File: config.mk
export PLATFORM = sky130hd
export DESIGN_NAME = aes_round_ctrl
export DESIGN_NICKNAME = d
export VERILOG_FILES = /design/src/rtl/aes_pkg.sv /design/src/rtl/aes_round_cnt.sv /design/src/rtl/aes_round_ctrl.sv
export SDC_FILE = /design/constraint.sdc
export NUM_CORES = 1
export LEC_CHECK = 0
export ABC_AREA = 1
export CORE_MARGIN = 4
export CORE_UTILIZATION = 45
export CTS_BUF_LIST = sky130_fd_sc_hd__clkbuf_8
export CTS_CLUSTER_SIZE = 24
export DETAILED_ROUTE_END_ITERATION = 10
export PLACE_DENSITY = 0.79
export SETUP_SLACK_MARGIN = 0.02
export SYNTH_ARGS = -nofsm -noshare
export SYNTH_HDL_FRONTEND = slang
export SYNTH_HIERARCHICAL = 1
export SYNTH_SLANG_ARGS = --single-unit
File: constraint.sdc
create_clock -name clk -period 6.27 [get_ports clk]
set_clock_uncertainty 0.1 [all_clocks]
set_input_delay 1.254 -clock clk [delete_from_list [all_inputs] [get_ports clk]]
set_output_delay 1.254 -clock clk [all_outputs]
set_load 0.005 [all_outputs]
File: src/rtl/aes_pkg.sv
`default_nettype none
// ============================================================================
// Module   : aes_pkg
// Purpose  : Shared types and helpers for the AES round sequencer.
// Revision : 1.0 - initial release
// ============================================================================
package aes_pkg;

  // Datapath round flavour selected by the sequencer
  typedef enum logic [1:0] {
    RND_INIT  = 2'b00,  // initial AddRoundKey only
    RND_FULL  = 2'b01,  // full (inverse) round
    RND_FINAL = 2'b10   // last round, no (Inv)MixColumns
  } rnd_sel_t;

  // Sequencer states
  typedef enum logic [2:0] {
    IDLE   = 3'd0,
    KEYEXP = 3'd1,
    INIT   = 3'd2,
    ROUND  = 3'd3,
    FINAL  = 3'd4,
    DONE   = 3'd5
  } ctrl_state_t;

  // Round count for a given key length (10/12/14)
  function automatic int nr_of(input int k);
    return k / 32 + 6;
  endfunction

endpackage
`default_nettype wire

File: src/rtl/aes_round_cnt.sv
`default_nettype none
// ============================================================================
// Module   : aes_round_cnt
// Purpose  : 4-bit loadable up/down round-key counter. The flags report
//            whether the next step lands exactly on NR or on 0, so the
//            sequencer can leave a phase on the cycle that produces the
//            boundary value. The count saturates instead of wrapping.
// Revision : 1.0 - initial release
// ============================================================================
module aes_round_cnt #(
  parameter int NR = 14
) (
  input  logic       clk,
  input  logic       reset,
  input  logic       i_load,
  input  logic [3:0] i_load_val,
  input  logic       i_en,
  input  logic       i_dn,
  output logic [3:0] o_cnt,
  output logic       o_at_zero,
  output logic       o_at_nr
);

  localparam logic [3:0] c_NR = 4'(NR);

  logic [3:0] r_cnt;
  logic [3:0] w_step;
  logic       w_edge;

  assign w_step    = i_dn ? (r_cnt - 4'd1) : (r_cnt + 4'd1);
  // A step past either end of the 4-bit range is blocked
  assign w_edge    = i_dn ? (r_cnt == 4'd0) : (r_cnt == 4'hF);
  assign o_at_zero = !w_edge && (w_step == 4'd0);
  assign o_at_nr   = !w_edge && (w_step == c_NR);
  assign o_cnt     = r_cnt;

  // Counter register: load has priority over stepping
  always_ff @(posedge clk or negedge reset) begin
    if (!reset) begin
      r_cnt <= 4'd0;
    end else if (i_load) begin
      r_cnt <= i_load_val;
    end else if (i_en && !w_edge) begin
      r_cnt <= w_step;
    end
  end

endmodule
`default_nettype wire

File: src/rtl/aes_round_ctrl.sv
`default_nettype none
// ============================================================================
// Module   : aes_round_ctrl
// Purpose  : Round sequencer for the iterative AES enc/dec core. Issues
//            key-schedule, state-register and round-select controls for NR
//            rounds and pulses done when the result is ready.
//            Optional build macro AES_KEY_CACHE_EN adds the key_new input and
//            skips key reload / forward expansion when the key is reusable.
// Revision : 1.0 - initial release
// ============================================================================
module aes_round_ctrl
  import aes_pkg::*;
#(
  parameter int K = 256
) (
  input  logic       clk,
  input  logic       reset,
  input  logic       start,
  input  logic       decrypt,
`ifdef AES_KEY_CACHE_EN
  input  logic       key_new,
`endif
  output logic       busy,
  output logic       done,
  output logic       key_load,
  output logic       key_step,
  output logic       key_rev,
  output logic [3:0] rk_idx,
  output logic       st_en,
  output logic [1:0] rnd_sel,
  output logic       inv
);

  localparam int         NR   = nr_of(K);
  localparam logic [3:0] c_NR = 4'(NR);

  if (K != 128 && K != 192 && K != 256) begin : g_bad_k
    $error("aes_round_ctrl: K must be 128, 192 or 256");
  end

  ctrl_state_t r_state, w_state_nxt;
  rnd_sel_t    r_rnd_sel;
  logic        r_busy, r_done, r_key_step, r_key_rev, r_st_en, r_inv;
  logic        w_accept, w_skip, w_key_load, w_inv_nxt;
  logic        w_cnt_load, w_cnt_en, w_cnt_dn, w_at_zero, w_at_nr;
  logic [3:0]  w_cnt, w_cnt_val;

  assign w_accept  = (r_state == IDLE) && start && reset;
  assign w_inv_nxt = w_accept ? decrypt : r_inv;
  // Forward expansion during KEYEXP, otherwise the direction of the cipher
  assign w_cnt_dn  = r_inv && (r_state != KEYEXP);

`ifdef AES_KEY_CACHE_EN
  logic r_cache_valid;

  // A decrypt can reuse the expanded last round key left by an encrypt
  assign w_skip     = decrypt && !key_new && r_cache_valid && (w_cnt == c_NR);
  assign w_key_load = w_accept && (!decrypt || key_new || !r_cache_valid);

  // Key register holds a usable key once any operation has completed
  always_ff @(posedge clk or negedge reset) begin
    if (!reset) begin
      r_cache_valid <= 1'b0;
    end else if (r_state == DONE) begin
      r_cache_valid <= 1'b1;
    end
  end
`else
  assign w_skip     = 1'b0;
  assign w_key_load = w_accept;
`endif

  aes_round_cnt #(.NR(NR)) u_cnt (
    .clk        (clk),
    .reset      (reset),
    .i_load     (w_cnt_load),
    .i_load_val (w_cnt_val),
    .i_en       (w_cnt_en),
    .i_dn       (w_cnt_dn),
    .o_cnt      (w_cnt),
    .o_at_zero  (w_at_zero),
    .o_at_nr    (w_at_nr)
  );

  // Next-state and counter control
  always_comb begin
    w_state_nxt = r_state;
    w_cnt_load  = 1'b0;
    w_cnt_val   = 4'd0;
    w_cnt_en    = 1'b0;
    case (r_state)
      IDLE: begin
        if (w_accept) begin
          w_cnt_load  = 1'b1;
          w_cnt_val   = w_skip ? c_NR : 4'd0;
          w_state_nxt = (decrypt && !w_skip) ? KEYEXP : INIT;
        end
      end
      KEYEXP: begin
        w_cnt_en = 1'b1;
        if (w_at_nr) w_state_nxt = INIT;
      end
      INIT: begin
        w_cnt_en    = 1'b1;
        w_state_nxt = ROUND;
      end
      ROUND: begin
        w_cnt_en = 1'b1;
        if (r_inv ? w_at_zero : w_at_nr) w_state_nxt = FINAL;
      end
      FINAL:   w_state_nxt = DONE;
      DONE:    w_state_nxt = IDLE;
      default: w_state_nxt = IDLE;
    endcase
  end

  // State register with outputs decoded from the next state (Moore, registered)
  always_ff @(posedge clk or negedge reset) begin
    if (!reset) begin
      r_state    <= IDLE;
      r_busy     <= 1'b0;
      r_done     <= 1'b0;
      r_key_step <= 1'b0;
      r_key_rev  <= 1'b0;
      r_st_en    <= 1'b0;
      r_rnd_sel  <= RND_INIT;
      r_inv      <= 1'b0;
    end else begin
      r_state    <= w_state_nxt;
      r_inv      <= w_inv_nxt;
      r_busy     <= (w_state_nxt != IDLE);
      r_done     <= (w_state_nxt == DONE);
      r_key_step <= (w_state_nxt == KEYEXP) || (w_state_nxt == INIT) ||
                    (w_state_nxt == ROUND);
      r_key_rev  <= w_inv_nxt && ((w_state_nxt == INIT) || (w_state_nxt == ROUND));
      r_st_en    <= (w_state_nxt == INIT) || (w_state_nxt == ROUND) ||
                    (w_state_nxt == FINAL);
      r_rnd_sel  <= (w_state_nxt == ROUND) ? RND_FULL :
                    (w_state_nxt == FINAL) ? RND_FINAL : RND_INIT;
    end
  end

  assign busy     = r_busy;
  assign done     = r_done;
  assign key_load = w_key_load;
  assign key_step = r_key_step;
  assign key_rev  = r_key_rev;
  assign rk_idx   = w_cnt;
  assign st_en    = r_st_en;
  assign rnd_sel  = r_rnd_sel;
  assign inv      = r_inv;

endmodule
`default_nettype wire

# Word level (Yosys, flattened, before mapping)
# Cells that the tools add are included.
dict set report word_totals {
  ff_bits 15
  inputBits 4
}
dict set report op_classes {
  n_eq_ne 12
  reduce_logical 18
  addsub 2
  muxes 16
}
# operator n
set op_table {}
lappend op_table {{3-bit one-hot mux with 5 select lines} 1}
lappend op_table {{3-bit by 2-bit equality test with 1-bit output, second input constant} 4}
lappend op_table {{4-bit two-way mux} 3}
lappend op_table {{3-bit equality test, second input constant} 3}
lappend op_table {{3-bit two-way mux} 3}
lappend op_table {{4-bit equality test, second input constant} 2}
lappend op_table {{4-bit logical NOT} 2}
lappend op_table {{1-bit logical AND} 7}
lappend op_table {{3-bit by 1-bit equality test with 1-bit output, second input constant} 2}
lappend op_table {{1-bit two-way mux} 6}
lappend op_table {{2-bit two-way mux} 3}
lappend op_table {{4-bit by 1-bit adder with 4-bit output, second input constant} 1}
lappend op_table {{1-bit logical OR} 4}
lappend op_table {{4-bit by 1-bit subtractor with 4-bit output, second input constant} 1}
lappend op_table {{3-bit logical NOT} 1}
lappend op_table {{3-bit by 1-bit != test with 1-bit output, second input constant} 1}
lappend op_table {{3-bit nonzero test} 1}
lappend op_table {{3-bit OR reduction} 1}
lappend op_table {{2-bit nonzero test} 1}
lappend op_table {{1-bit logical NOT} 1}

# Logic depth before layout (Yosys ltp)
dict set report depth {
  depth_word 11
  mapped_depth 18
}

# Hierarchy
# Netlist, hierarchy kept.
# module seq_area_each_um2 cells_per_inst area_each_um2 instances
set modules_own_cells {}
lappend modules_own_cells {aes_round_ctrl 275.3 58 504.2 1}
lappend modules_own_cells {aes_round_cnt 100.1 60 467.9 1}

# Worst setup path before layout
# Ideal clock, no wire load.
dict set report synth_timing {
  path_type {input -> output}
  startpoint {input reset}
  endpoint {output key_load}
  required_time_ns 4.916
  arrival_time_ns 1.514
  path_stages 4
  path_slack_ns 3.402
  cell_sequence {nand2_1 > inv_1 > nand2_1 > inv_1}
}
dict set report synth_between {
  elab_chain_cells 1
}
# item line_no
set synth_lines {}
lappend synth_lines {{from (decl)} aes_round_ctrl.sv:17} ;# input logic reset,
lappend synth_lines {{1-bit logical AND} aes_round_ctrl.sv:48} ;# assign w_accept = (r_state == IDLE) && start && reset;
lappend synth_lines {{to (decl)} aes_round_ctrl.sv:25} ;# output logic key_load,
# Every way passes these cells.

# Worst setup path in the final report
# Ends and elaborated chain as after synthesis.

==> results.tsv <==
stage	metric	value	unit
run	max-cap check violation count	0	
die	die height	54.5	um
die	Starting Density	48.6	%
global_route	first-pass GRT wire length	3160	um
worst_setup_path	critical path peak fanout	16	
placed_design	input/output buffers	16	
pwr	Clock Power Share	10.7	%
cells_and_area	FF+latch area	375	um^2
synth	Synth area leaders	dfrtp_1, nand2_1, inv_1, ha_1, nand3_1	
die	die area	2970	um^2
sta	Final period util	70.0	%
placed_design	Detail Placement HPWL	1550	um
worst_setup_path	CP Data Arrival Time	3.03	ns
worst_setup_path	Crit path required time	4.92	ns
hold_path	Hold Crit Class	reg2reg	
synth	mux cell area share after synthesis	0	%
synth	largest family of logic cells by synthesized area	simple AND/OR/NAND/NOR gates	
pwr	Switch Pwr	324	uW
placed_design	placed cell count	163	
synth	Avg Inst Size Synth	8.24	um^2
synth	most instantiated library cell after synthesis	nand2_1	
synth	Ys Warns	6	
cells_and_area	Inserted Diodes	0	
cts	setup bufs post-CTS	0	
worst_setup_path	Setup Crit Path Kind	in2out	
sta	fmax	228	MHz
cells_and_area	P&R area growth vs syn	24.2	%
global_route	vias in the first global route	682	
detailed_routing	Vias	776	
detailed_routing	DRT Pass-1 Iters	4	
synth	EDFF count, synth	0	
cells_and_area	# nets final	150	
status	status	finished clean	
detailed_routing	DRC violations left	0	
synth	register area share after synthesis	38.6	%
synth	Post-synth ARST share	100	%
cells_and_area	Filler Cell Count	163	
die	chip width	54.5	um
global_route	global route overflow	0	
synth	largest area contributor in the netlist	dfrtp_1	
detailed_routing	1st-iter DRT viols	13	
synth	synthesized area	972	um^2
die	core area	2000	um^2
synth	post-synthesis cell type count	22	
sta	RSZ-0062 raised after global routing	no	
pwr	power per cell area	582	nW/um^2
cells_and_area	footprint of the multi-input gates	507	um^2
cts	Resized Gates After CTS	0	
cts	clk root buf	clkbuf_8	
sta	final-report setup violation count	0	
synth	Synth Area in Compound Gates	6.69	%
pwr	leakage power total	0.000616	uW
synth	post-synthesis xor/xnor area fraction	1.67	%
synth	Yosys top cell area share	38.6	%
cts	CTS Hold Bufs	0	
sta	Final Hold Fails	0	
die	cell row count	16	
synth	Post-synth top flop	dfrtp_1	
global_route	largest net degree at the start of global routing	17	
sta	Final min period	4.39	ns
cells_and_area	post-route insts no fill	167	
sta	max-slew violation count	0	
sta	actual slew at the worst max-slew pin	0.675	ns
cts	clk slew on worst S/H paths	0.06	ns
pwr	Peak VDD IR	294	uV
cts	Clock Tree Buf Depth	2	
pwr	Comb pwr share	63.7	%
global_route	gr usage total	15.7	%
cts	Clock Latency Late Sink	0.25	ns
die	io pins	17	
pwr	Seq pwr share	25.6	%
synth	Seq cells post-synth	15	
detailed_routing	DR vias/cell	4.65	
cts	# H-tree levels	1	
worst_setup_path	startpoint types	primary input	
global_route	initial antenna violation count	0	
cts	TritonCTS buffer count	3	
detailed_routing	WL/cell	11.2	um
pwr	Int Pwr	379	uW
synth	adder-cell area share of the yosys netlist	7.21	%
cells_and_area	layout cell share with drive strength beyond 1	23.6	%
detailed_routing	WL final	1870	um
detailed_routing	Final ANT Viol Nets	0	
synth	synthesized instance count	118	
synth	most instantiated cells after synthesis	nand2_1, inv_1, dfrtp_1, nor2_1, nand3_1	
synth	Simple-Gate Fraction of Synth Area	35.0	%
sta	Rel. slew slack	54.9	%
cts	clk sink count	15	
worst_setup_path	crit end category	primary output	
pwr	sw frac	46.0	%
sta	Fin Setup TNS	0	ns
cts	CTS tree	done	
placed_design	GP Congestion	0.759	
-- cells by family (layout without fill, tap and decap cells) --
logic type	Yosys count	count (layout)
AOI/OAI and AO/OA	10	10
xor gates and xnor gates	1	1
adders and majority gates	5	5
buffers and inverters	24	43
DFF	15	15
other	1	4
and+or+nand+nor	62	62
-- sequential cells by signal, summed over array words and instances (netlist names) --
signal,flops
rnd_sel,2
done,1
u_cnt/o_cnt,4
st_en,1
inv,1
key_rev,1
key_step,1
r_state,3
busy,1
-- power by group through the flow --
stage | combinational (uW) | clock, uW | sequential (uW)
after floorplan | 323 | 0 | 178
after detailed placement | 452 | 0 | 182
after CTS | 453 | 77.6 | 180
final | 448 | 75.2 | 180
after global placement | 436 | 0 | 180
after global routing | 502 | 84.8 | 187
-- final cells by class --
| class | count | area share, % |
|---|---|---|
| multi-input cells | 82 | 42.0 |
| flip-flops and latches | 15 | 31.1 |
| repair buffers | 16 | 13.3 |
| inverters | 23 | 7.15 |
| clock buffers | 3 | 3.42 |
| well taps | 27 | 2.80 |
| clock inverters | 1 | 0.311 |
-- layer usage --
layer / track usage (%) / up-vias / part of all wire, %
met5: 0 / - / 0
met4: 9.96 / 0 / 2.7
met3: 4.90 / 5 / 4.9
met2: 24.7 / 15 / 49
met1: 18.4 / 352 / 44
li1: - / 404 / -
-- worst max-delay path, cell delays in order --
cell and delay (ns):
clkdlybuf4s50_1 0.90, nand2_1 0.11, inv_1 0.12, nand2_1 0.09, inv_1 0.06, clkdlybuf4s50_1 0.50
-- stage by stage --
stage	instance area [um^2]	hold WS [ns]	util (%)	worst slack, ns	power (uW)
after floorplan	983	0.463	-	3.40	501
after global placement	1160	0.485	58.1	1.89	616
after detailed placement	1160	0.504	58.1	1.83	634
after CTS	1210	0.515	60.3	1.83	711
after global routing	1210	0.543	60.3	1.66	774
final	1210	0.509	60.3	1.88	703
-- final timing paths --
check	start	endpoint	slack (ns)	cells past startpoint
worst max-delay path	reset	key_load	1.88	6
worst min-delay path	u_cnt/o_cnt[2]$_DFFE_PN0P_	u_cnt/o_cnt[2]$_DFFE_PN0P_	0.51	2
worst max register to register	r_state[2]$_DFF_PN0_	busy$_DFF_PN0_	3.53	16
worst min register to register	u_cnt/o_cnt[2]$_DFFE_PN0P_	u_cnt/o_cnt[2]$_DFFE_PN0P_	0.51	2
max in group asynchronous	reset	r_state[0]$_DFF_PN0_	4.32	1
min in group asynchronous	reset	u_cnt/o_cnt[3]$_DFFE_PN0P_	1.32	1
-- cells in the final DEF, fill, tap and decap left out --
cell type | netlist | layout
nand2_1 | 19 | 19
inv_1 | 17 | 18
clkdlybuf4s50_1 | 0 | 16
dfrtp_1 | 15 | 15
nor2_1 | 12 | 12
nand3_1 | 9 | 9
inv_2 | 6 | 6
nor2_2 | 6 | 6
nand2_2 | 6 | 6
o21ai_0 | 4 | 4
conb_1 | 1 | 4
ha_1 | 4 | 4
nand3_2 | 3 | 3
nand4_1 | 3 | 3
clkbuf_8 | 0 | 3
o21ai_2 | 3 | 3
a21oi_1 | 2 | 2
nand3_4 | 2 | 2
and2_4 | 1 | 1
xnor2_2 | 1 | 1
a21oi_2 | 1 | 1
nand2_4 | 1 | 1
fa_1 | 1 | 1
Note: power is estimated with default switching activity, not from simulation.
